[config.mk]
export PLATFORM = sky130hd
export DESIGN_NAME = spi_master
export DESIGN_NICKNAME = d
export VERILOG_FILES = /design/src/rtl/spi_master.sv
export SDC_FILE = /design/constraint.sdc
export NUM_CORES = 1
export LEC_CHECK = 0
export ABC_AREA = 1
export CORE_UTILIZATION = 54
export CTS_CLUSTER_SIZE = 30
export DETAILED_ROUTE_END_ITERATION = 10
export GPL_TIMING_DRIVEN = 1
export PLACE_DENSITY_LB_ADDON = 0.2
export SLEW_MARGIN = 15
export SYNTH_ARGS = -nofsm -noshare
export SYNTH_HDL_FRONTEND = slang
export SYNTH_SLANG_ARGS = --single-unit
export TNS_END_PERCENT = 50
[constraint.sdc]
create_clock -name clk -period 2 [get_ports clk]
set_input_delay 0.2 -clock clk [delete_from_list [all_inputs] [get_ports clk]]
set_output_delay 0.2 -clock clk [all_outputs]
set_load 0.005 [all_outputs]
[src/rtl/spi_master.sv]
// SPI initiator: accepts a one-cycle request, shifts a 16-bit {addr, rw, data} frame
// MSB-first with generated sclk/cs_n, and returns the 8 read-data bits with a done pulse.
module spi_master #(
    parameter int HALF = 4
) (
    input  logic       clk,
    input  logic       reset,
    input  logic       start,
    input  logic       rw,
    input  logic [6:0] addr,
    input  logic [7:0] wdata,
    input  logic       miso,
    output logic       sclk,
    output logic       cs_n,
    output logic       mosi,
    output logic       busy,
    output logic       done,
    output logic [7:0] rdata
);
    localparam int HW = (HALF > 1) ? $clog2(HALF) : 1;
    localparam logic [HW-1:0] HLAST = HW'(HALF - 1);

    typedef enum logic [1:0] {
        S_IDLE  = 2'd0,
        S_SHIFT = 2'd1,
        S_HOLD  = 2'd2
    } state_t;

    state_t        state_q, state_d;
    logic [HW-1:0] hcnt_q, hcnt_d;
    logic [3:0]    bit_q, bit_d;
    logic [15:0]   frame_q, frame_d;
    logic          rw_q, rw_d;
    logic [7:0]    cap_q, cap_d;
    logic          sclk_q, sclk_d;
    logic          cs_n_q, cs_n_d;
    logic          mosi_q, mosi_d;
    logic          busy_q, busy_d;
    logic          done_q, done_d;
    logic [7:0]    rdata_q, rdata_d;

    // Next-state and next-output logic for the frame sequencer.
    always_comb begin
        state_d = state_q;
        hcnt_d  = hcnt_q;
        bit_d   = bit_q;
        frame_d = frame_q;
        rw_d    = rw_q;
        cap_d   = cap_q;
        sclk_d  = sclk_q;
        cs_n_d  = cs_n_q;
        mosi_d  = mosi_q;
        busy_d  = busy_q;
        done_d  = 1'b0;
        rdata_d = rdata_q;
        case (state_q)
            S_IDLE: begin
                if (start) begin
                    state_d = S_SHIFT;
                    frame_d = {addr, rw, (rw ? 8'h00 : wdata)};
                    rw_d    = rw;
                    hcnt_d  = '0;
                    bit_d   = 4'd0;
                    sclk_d  = 1'b0;
                    cs_n_d  = 1'b0;
                    busy_d  = 1'b1;
                    mosi_d  = addr[6];
                end else begin
                    state_d = S_IDLE;
                end
            end
            S_SHIFT: begin
                if (hcnt_q == HLAST) begin
                    hcnt_d = '0;
                    sclk_d = ~sclk_q;
                    if (!sclk_q) begin
                        // Rising edge: only the data-phase bits of a read are captured.
                        if (rw_q && bit_q[3]) begin
                            cap_d = {cap_q[6:0], miso};
                        end else begin
                            cap_d = cap_q;
                        end
                    end else if (bit_q == 4'd15) begin
                        state_d = S_HOLD;
                    end else begin
                        bit_d   = bit_q + 4'd1;
                        frame_d = {frame_q[14:0], 1'b0};
                        mosi_d  = frame_q[14];
                    end
                end else begin
                    hcnt_d = hcnt_q + HW'(1);
                end
            end
            S_HOLD: begin
                if (hcnt_q == HLAST) begin
                    state_d = S_IDLE;
                    hcnt_d  = '0;
                    cs_n_d  = 1'b1;
                    busy_d  = 1'b0;
                    done_d  = 1'b1;
                    mosi_d  = 1'b0;
                    if (rw_q) begin
                        rdata_d = cap_q;
                    end else begin
                        rdata_d = rdata_q;
                    end
                end else begin
                    hcnt_d = hcnt_q + HW'(1);
                end
            end
            default: begin
                state_d = S_IDLE;
                cs_n_d  = 1'b1;
                busy_d  = 1'b0;
                sclk_d  = 1'b0;
                mosi_d  = 1'b0;
            end
        endcase
    end

    // State and output registers; reset forces the idle bus and clears rdata.
    always_ff @(posedge clk) begin
        if (reset) begin
            state_q <= S_IDLE;
            hcnt_q  <= '0;
            bit_q   <= 4'd0;
            frame_q <= 16'h0000;
            rw_q    <= 1'b0;
            cap_q   <= 8'h00;
            sclk_q  <= 1'b0;
            cs_n_q  <= 1'b1;
            mosi_q  <= 1'b0;
            busy_q  <= 1'b0;
            done_q  <= 1'b0;
            rdata_q <= 8'h00;
        end else begin
            state_q <= state_d;
            hcnt_q  <= hcnt_d;
            bit_q   <= bit_d;
            frame_q <= frame_d;
            rw_q    <= rw_d;
            cap_q   <= cap_d;
            sclk_q  <= sclk_d;
            cs_n_q  <= cs_n_d;
            mosi_q  <= mosi_d;
            busy_q  <= busy_d;
            done_q  <= done_d;
            rdata_q <= rdata_d;
        end
    end

    assign sclk  = sclk_q;
    assign cs_n  = cs_n_q;
    assign mosi  = mosi_q;
    assign busy  = busy_q;
    assign done  = done_q;
    assign rdata = rdata_q;

endmodule

# After elaboration in Yosys (flattened, before gate mapping)
# Index checks and enable logic that the tools add are counted.
# totals
regBits	45
inputBits	20
# classes
add_sub_neg	2
n_eq_ne	10
mux	34
n_bitwise	3
reduce_logical	15
# op_table
operator	count
2-to-1 mux 15 bit	4
one-hot mux 15 bit (2 select lines)	1
2-to-1 mux 4 bit	4
2-to-1 mux 2 bit	6
!= test 2 bit (second input constant)	6
one-hot mux 1 bit (3 select lines)	4
2-to-1 mux 1 bit	11
AND reduction 5 bit	2
AND reduction 3 bit	3
2-to-1 mux 8 bit	1
one-hot mux 4 bit (2 select lines)	1
AND reduction 4 bit	2
one-hot mux 2 bit (3 select lines)	1
adder 4 x 1 -> 4 bit (second input constant)	1
== test 2 bit (second input constant)	2
== test 4 bit (second input constant)	1
one-hot mux 2 bit (2 select lines)	1
AND reduction 2 bit	2
nonzero test 2 bit	2
OR reduction 2 bit	2
NOT 1 bit	3
adder 2 x 1 -> 2 bit (second input constant)	1
== test 2 x 1 -> 1 bit (second input constant)	1
zero test 2 bit	1
logical AND 1 bit	1

# Logic depth before layout (Yosys ltp)
# Gate-level depths: netlist of the first run.
# depth
ltp_word	5
mapped_depth	11
ltp_nobuf	9

# Worst setup path before layout of the first run
# No wires, ideal clock.
# synth_path
path_type	flip-flop to flip-flop
start	register state_q[1]
end	register frame_q[14]
setup_ns	0.064
arrival_ns	1.443
setup_slack_ns	0.493
path_stages_with_launch	12
n_path_buf	2
path_cell_list	dfxtp_1 > inv_1 > ha_1 > buf_6 > nand2_1 > nand2_2 > nor2_8 > nand2_4 > inv_6 > buf_6 > nor2_2 > nor2_1
# synth_via
elab_chain_len	3
elab_cells_between_ends	9
cone_classes	5 x eq/ne; 1 x mux; 3 x reduce/logical
# synth_lines
element	line	source
start, declared	29	state_t state_q, state_d;
start signal, assigned	137	state_q <= state_d;
== test 2 x 1 -> 1 bit or zero test 2 bit (tied branches)	56	case (state_q)
!= test 2 bit (no source line) or nonzero test 2 bit (tied branches)	n/a	
AND reduction 5 bit (no source line)	n/a	
end signal, assigned	140	frame_q <= frame_d;
end, declared	32	logic [15:0] frame_q, frame_d;
# Parallel ways exist; a longest one is shown, timed or not.
# A chain may end at the register's enable or synchronous reset.

# Worst setup path after layout of the first run
# Ends and elaborated chain as after synthesis.

==> results of run 1 <==
[final cells by class]
class	instances	area [sq um]	area share
clock inverter	1	5.00	0.00187
inverter	25	101	0.0379
multi-input combinational	213	1120	0.419
tap	50	62.6	0.0234
timing repair buffer	39	385	0.144
sequential	45	901	0.337
clock buffer	7	96.3	0.0361
[critical path, stage by stage, from the launching register on]
cell and delay [ns]:
dfxtp_1 0.35, inv_1 0.07, ha_1 0.29, nand2_1 0.17, nand2_2 0.12, nor2_8 0.18, nand2_4 0.11, inv_6 0.17
nor2_2 0.04, nor2_1 0.11
[registers in the layout, summed over array words and instances (netlist names)]
| signal | count |
|---|---|
| bit_q | 4 |
| cap_q | 8 |
| rw_q | 1 |
| mosi | 1 |
| frame_q | 15 |
| hcnt_q | 2 |
| cs_n | 1 |
| busy | 1 |
| rdata | 8 |
| state_q | 2 |
| sclk | 1 |
| done | 1 |
[where the power goes]
part | leakage, nW | total, mW | internal, mW | switching [mW]
logic | 0.729 | 1.72 | 0.682 | 1.04
clock network | 0.0542 | 0.615 | 0.312 | 0.302
registers | 0.368 | 1.21 | 1.09 | 0.123
total | 1.15 | 3.54 | 2.08 | 1.46
[cells by family after synthesis]
kind of cell | after synthesis | share of synthesized area
compound gates | 54 | 0.136
fa+ha+maj | 6 | 0.0335
buf+inv | 38 | 0.0988
flops | 45 | 0.402
simple gates | 153 | 0.330
[per-layer routing]
metal  global-route usage  vias up
met5                    0        -
met4               0.0984        0
met2                0.420       47
met1                0.271      891
met3               0.0483        9
li1                     -     1009
[worst paths after layout]
path,cells after the start,end,start
worst min register to register,2,rdata[6]$_SDFFE_PP0P_,rdata[6]$_SDFFE_PP0P_
worst min-delay path,2,rdata[6]$_SDFFE_PP0P_,rdata[6]$_SDFFE_PP0P_
worst max register to register,9,frame_q[14]$_SDFFE_PP0P_,state_q[1]$_SDFFE_PP0P_
worst max-delay path,9,frame_q[14]$_SDFFE_PP0P_,state_q[1]$_SDFFE_PP0P_
[synth_stat cells (all sizes together)]
cell,number
o21ai,21
clkbuf,6
a21boi,13
ha,6
o21bai,1
inv,25
nand2,62
nand3,28
buf,7
nor3,1
nor2,61
nand4,1
dfxtp,45
a21oi,19
==> flow_summary.ini, run 1 <==
[route]
wl_met3_microns = 224
post_drt_via_cell_ratio = 5.15
dr_wl_met2_mm = 2.28
ant_nets = 0
wl_met1_mm = 2.04
post_drt_wl_per_cell_microns = 12.2
num_vias = 1956
firstDrtPassIters = 4
routed_wl_mm = 4.64
top_layer = met4
drt-initial-drc-count = 106
drcViolationCount = 0

[timing]
fin_ws_ns = 0.316
post-route-period-util = 0.842
holdWs_ns = 0.448
fmax_mhz = 594
worst_pin_slew_ns = 0.516
slew_headroom = 0.655
fin_tns_setup_ns = 0
rsz0062_at_grt = no
hold_viol = 0
maxSlewViolCount = 0
fin_crit_ns = 1.68
setup_viol = 0
finalClockSkew_ns = 0.00736

[yosys]
yosys-top-cells-area = dfxtp_1 40%, nand2_1 9.4%, nor2_1 8.0%
ys_seq_area_frac = 0.402
synthCells = 296
netlist_area_sq_um = 2240
ys_warn_count = 0
synth_cell_types = 26
syn_nets = 322
yosysTopAreaCell = dfxtp_1
ys_ff_latch = 45
avgSynthCellArea_sq_um = 7.57
synth_top_area_share = 0.402

[floorplan]
num_io_pins = 33
start_util = 0.561
row_count = 23
fp.dieArea_sq_um = 4410
die_y_microns = 66.4
core_sq_um = 4000
die_width_microns = 66.4

[cells_and_area]
layoutNonFillerInstCount = 380
fill_cells = 354
antennaDiodeCount = 0
syn2layout_area_growth_pct = 19.1
fin_util = 0.668
mostFrequentLayoutCells = 56 x nand2_1, 48 x nor2_1, 45 x dfxtp_1, 32 x clkdlybuf4s50_1, 23 x inv_1
drive_above_1_share = 0.133
nets = 355
final_common_cell = nand2_1
postLayoutCellArea_sq_um = 2670

[setup_path]
critPathKind = reg -> reg
r2r_slack_ns = 0.32
crit_path_start_kind = flip-flop
arrival_ns = 1.92
cp_max_fo = 16
end_kind = flip-flop
worstPathRequired_ns = 2.23

[global_route]
grt_use_total = 0.236
grt_max_degree = 22
grt_pass1_vias = 1886
grt_pass1_wl_mm = 7.92
grt_overflow = 0
antenna_found_initial = 0

[placed_design]
place_area_sq_um = 2570
hpwl_mm = 3.29
placed_cells = 372
place_congestion = 0.880
io_buffers = 32
pre_cts_ws_ns = 0.322

[power]
power.leakage_nw = 1.15
p_per_area_nw_per_um2 = 1330
ir_drop_uv = 598
power_mw = 3.54

[min_path]
hold_class = reg -> reg

[cts]
htreeDepth = 2
cts.sinks = 45
postCtsResizedCells = 0
clk_latency_ns = 0.30
cts_made_buffers = 5
post-cts-setup-buffers = 0
cts_hold_buffers = 0
clkTransAtPathRegs_ns = 0.09
cts_tree = yes
root_buffer = clkbuf_8
clockBufferDepth = 2

[job]
cap_viol_max_count = 0

[outcome]
status = completed
Note: power is estimated with default switching activity, not from simulation.
==> inputs of run 2 (changes only) <==
Clock period 2 ns to 1.6 ns, I/O delays scaled along.
==> flow_summary.ini, run 2 (synthesized netlist as in run 1, its figures left out) <==
[cells_and_area]
antennaDiodeCount = 0
nets = 362
regMostFlops = frame_q
syn2layout_area_growth_pct = 23.7
layoutNonFillerInstCount = 387
final_common_cell = nand2_1
largest_reg_flops = 15
mostFrequentLayoutCells = 56 x nand2_1, 48 x nor2_1, 43 x dfxtp_1, 32 x clkdlybuf4s50_1, 23 x inv_1
drive_above_1_share = 0.163
postLayoutCellArea_sq_um = 2770
fill_cells = 341

[timing]
rsz0062_at_grt = yes
hold_viol = 0
fin_crit_ns = 1.51
finalClockSkew_ns = 0.00459
fin_tns_setup_ns = 0
setup_viol = 0
post-route-period-util = 0.944
fmax_mhz = 662
slew_headroom = 0.842
worst_pin_slew_ns = 0.235
holdWs_ns = 0.442
maxSlewViolCount = 0

[cts]
root_buffer = clkbuf_8
clkTransAtPathRegs_ns = 0.08
clk_latency_ns = 0.30
cts.sinks = 45
post-cts-setup-buffers = 0
cts_tree = yes
clockBufferDepth = 2
cts_made_buffers = 5
htreeDepth = 2

[route]
post_drt_via_cell_ratio = 5.10
routed_wl_mm = 4.54
firstDrtPassIters = 4
ant_nets = 0
post_drt_wl_per_cell_microns = 11.7
drt-initial-drc-count = 102
num_vias = 1973
drcViolationCount = 0

[setup_path]
r2r_slack_ns = 0.09
end_kind = flip-flop
crit_path_start_kind = flip-flop
worstPathRequired_ns = 1.84
arrival_ns = 1.75
cp_max_fo = 16
critPathKind = reg -> reg

[placed_design]
placed_cells = 379
place_area_sq_um = 2660
hpwl_mm = 3.17
io_buffers = 32
place_congestion = 0.848

[floorplan]
num_io_pins = 33
die_y_microns = 66.4
die_width_microns = 66.4
fp.dieArea_sq_um = 4410
core_sq_um = 4000
row_count = 23
start_util = 0.561

[min_path]
hold_class = in -> reg

[global_route]
grt_max_degree = 23
grt_overflow = 0
antenna_found_initial = 0
grt_pass1_wl_mm = 7.73
grt_use_total = 0.231
grt_pass1_vias = 1870

[power]
p_per_area_nw_per_um2 = 1680
ir_drop_uv = 661
power.leakage_nw = 1.19
power_mw = 4.66

[job]
cap_viol_max_count = 0

[outcome]
status = completed
## run 2: changes by cell type in the layout (fill, tap and decap cells not counted), moves of 2 or more
| cell | delta |
|---|---|
| buf_4 | +4 |
| buf_12 | +3 |
| clkbuf_8 | -2 |
| dfxtp_1 | -2 |
| dfxtp_2 | +2 |
| ha_1 | -2 |
## run 2: layout make-up
cell class | instances | area, sq um | share of cell area
multi-input combinational | 213 | 1130 | 0.409
sequential | 45 | 903 | 0.326
timing repair buffer | 46 | 475 | 0.171
inverter | 25 | 104 | 0.0374
clock buffer | 5 | 68.8 | 0.0248
tap | 50 | 62.6 | 0.0226
clock inverter | 3 | 25.0 | 0.00902
## run 2: critical path, stage by stage (launching register included)
cell	delay, ns
dfxtp_1	0.37
inv_1	0.10
ha_4	0.19
nand2_1	0.12
nand2_2	0.11
nor2_8	0.16
nand2_4	0.12
inv_8	0.15
nor2_1	0.05
nor2_1	0.09
## run 2: final timing paths
path | startpoint | endpoint | depth (start not counted)
setup / recovery | state_q[1]$_SDFFE_PP0P_ | frame_q[12]$_SDFFE_PP0P_ | 9
hold / removal | miso | cap_q[0]$_SDFFE_PP0P_ | 3
setup reg to reg | state_q[1]$_SDFFE_PP0P_ | frame_q[12]$_SDFFE_PP0P_ | 9
hold reg to reg | rdata[0]$_SDFFE_PP0P_ | rdata[0]$_SDFFE_PP0P_ | 2
## run 2: stage by stage
step                setup WS (ns)  utilization
floorplan                  0.0928            -
global placement           0.0777        0.665
CTS                        0.0228        0.689
global route             -0.00222        0.693
finish                     0.0894        0.693
detailed placement        -0.0197        0.665
## run 2: repair_timing
item / in CTS / in global routing
setup endpoints to repair: 9 / 15
gates resized for setup: 1 / 6
cloned: 0 / 0
hold buffers: 0 / 0
endpoints found under the hold margin: 0 / 0
## run 2: per-layer routing
| metal | track usage | part of all wire | wire length, microns |
|---|---|---|---|
| met5 | 0 | 0 | 0 |
| met2 | 0.394 | 0.47 | 2150 |
| met3 | 0.0638 | 0.043 | 197 |
| met4 | 0.101 | 0.019 | 85 |
| met1 | 0.267 | 0.46 | 2100 |
## run 2: report_power, final
part / switching, mW / total, mW / internal, mW
combinational: 1.36 / 2.41 / 1.05
clock: 0.411 / 0.729 / 0.318
sequential: 0.164 / 1.52 / 1.36
==> inputs of run 3 (changes only) <==
Settings changed: CTS_BUF_LIST from default to sky130_fd_sc_hd__clkbuf_16, GPL_ROUTABILITY_DRIVEN from default to 0.
==> flow_summary.ini, run 3 (synthesized netlist as in run 1, its figures left out) <==
[route]
post_drt_wl_per_cell_microns = 12.1
drt-initial-drc-count = 98
post_drt_via_cell_ratio = 5.09
num_vias = 1970
ant_nets = 0
routed_wl_mm = 4.69
firstDrtPassIters = 4
drcViolationCount = 0

[global_route]
grt_max_degree = 23
grt_use_total = 0.232
grt_pass1_wl_mm = 7.70
grt_pass1_vias = 1845
grt_overflow = 0
antenna_found_initial = 0

[power]
p_clk_frac = 0.209
power_mw = 4.98
p_sw_mw = 1.98
pwr-share-comb = 0.485
seqPwrFrac = 0.306
internal-power_mw = 3.00
switching_share = 0.398
power.leakage_nw = 1.22
p_per_area_nw_per_um2 = 1760
ir_drop_uv = 780

[cts]
cts_tree = yes
cts_hold_buffers = 0
clockBufferDepth = 2
htreeDepth = 2
post-cts-setup-buffers = 0
root_buffer = clkbuf_16
cts.sinks = 45
cts_made_buffers = 5
clkTransAtPathRegs_ns = 0.06
clk_latency_ns = 0.29

[timing]
slew_headroom = 0.813
fmax_mhz = 656
post-route-period-util = 0.953
rsz0062_at_grt = yes
finalClockSkew_ns = 0.00702
worst_pin_slew_ns = 0.278
setup_viol = 0
fin_crit_ns = 1.52
hold_viol = 0
maxSlewViolCount = 0
holdWs_ns = 0.445

[floorplan]
fp.dieArea_sq_um = 4410
die_width_microns = 66.4
row_count = 23
core_sq_um = 4000
die_y_microns = 66.4
num_io_pins = 33
start_util = 0.561

[cells_and_area]
postLayoutCellArea_sq_um = 2830
mostFrequentLayoutCells = 56 x nand2_1, 48 x nor2_1, 43 x dfxtp_1, 32 x clkdlybuf4s50_1, 23 x inv_1
syn2layout_area_growth_pct = 26.2
fin_util = 0.708
nets = 362
regMostFlops = frame_q
antennaDiodeCount = 0
final_common_cell = nand2_1
drive_above_1_share = 0.163
largest_reg_flops = 15

[setup_path]
crit_path_start_kind = flip-flop
rr_worst_depth = 9
r2r_slack_ns = 0.08
crit_path_end = frame_q[12]$_SDFFE_PP0P_
arrival_ns = 1.75
critPathKind = reg -> reg
critPathLaunch = state_q[1]$_SDFFE_PP0P_
cp_max_fo = 16
r2r-start = state_q[1]$_SDFFE_PP0P_
worstPathRequired_ns = 1.82
rr_endpoint = frame_q[12]$_SDFFE_PP0P_
end_kind = flip-flop

[job]
cap_viol_max_count = 0

[placed_design]
io_buffers = 32
hpwl_mm = 3.17
place_area_sq_um = 2660

[outcome]
status = completed

[min_path]
hold_class = reg -> reg
[run 3: cell counts in the layout (fill, tap and decap cells not counted)]
Identical to the previous run, type by type.
[run 3: stage by stage]
| step | std cells | setup TNS (ns) | setup slack, ns |
|---|---|---|---|
| 2_1_floorplan | 296 | 0 | 0.0928 |
| 3_3_place_gp | 379 | 0 | 0.0777 |
| 3_5_place_dp | 379 | -0.0202 | -0.0197 |
| 4_1_cts | 387 | 0 | 0.0270 |
| 5_1_grt | 387 | -0.0342 | -0.0211 |
| 6_report | 387 | 0 | 0.0753 |
[run 3: cell type report]
cell class | count | area, sq um
Multi-Input combinational cell | 213 | 1130
Sequential cell | 45 | 903
Clock buffer | 5 | 125
Fill cell | 324 | 1170
Tap cell | 50 | 62.6
Clock inverter | 3 | 25.0
Timing Repair Buffer | 46 | 475
Inverter | 25 | 104
[run 3: routing by layer]
layer,track usage,share of wire,up-vias
met4,0.0798,0.011,0
met3,0.0586,0.043,5
met1,0.267,0.46,898
li1,-,-,1029
met5,0,0,-
met2,0.412,0.49,38
[run 3: how the worst min path moves through the flow]
stage                                     start                     to  slack [ns]  cells past startpoint
after global routing      rdata[1]$_SDFFE_PP0P_  rdata[1]$_SDFFE_PP0P_        0.46                      2
after global placement    rdata[0]$_SDFFE_PP0P_  rdata[0]$_SDFFE_PP0P_        0.43                      2
after CTS                 rdata[0]$_SDFFE_PP0P_  rdata[0]$_SDFFE_PP0P_        0.45                      2
final                     rdata[0]$_SDFFE_PP0P_  rdata[0]$_SDFFE_PP0P_        0.44                      2
after detailed placement  rdata[1]$_SDFFE_PP0P_  rdata[1]$_SDFFE_PP0P_        0.44                      2
after floorplan                            miso  cap_q[0]$_SDFFE_PP0P_        0.29                      2
[run 3: power groups by stage]
stage          logic [mW]  clock network (mW)  registers (mW)
3_3_place_gp         2.30                   0            1.53
6_report             2.42                1.04            1.53
5_1_grt              2.67                1.11            1.55
2_1_floorplan        1.74                   0            1.50
3_5_place_dp         2.35                   0            1.54
4_1_cts              2.39                1.06            1.52
[run 3: critical path, cell delays in order, from the launching register on]
cell and delay, ns:
dfxtp_1 0.37, inv_1 0.11, ha_4 0.20, nand2_1 0.12, nand2_2 0.11, nor2_8 0.15
nand2_4 0.12, inv_8 0.14, nor2_1 0.05, nor2_1 0.09
[run 3: timing repair]
| action | 4_1_cts | 5_1_grt |
|---|---|---|
| setup endpoints to repair | 7 | 14 |
| pin swaps | 0 | 0 |
| gates resized for setup | 1 | 6 |
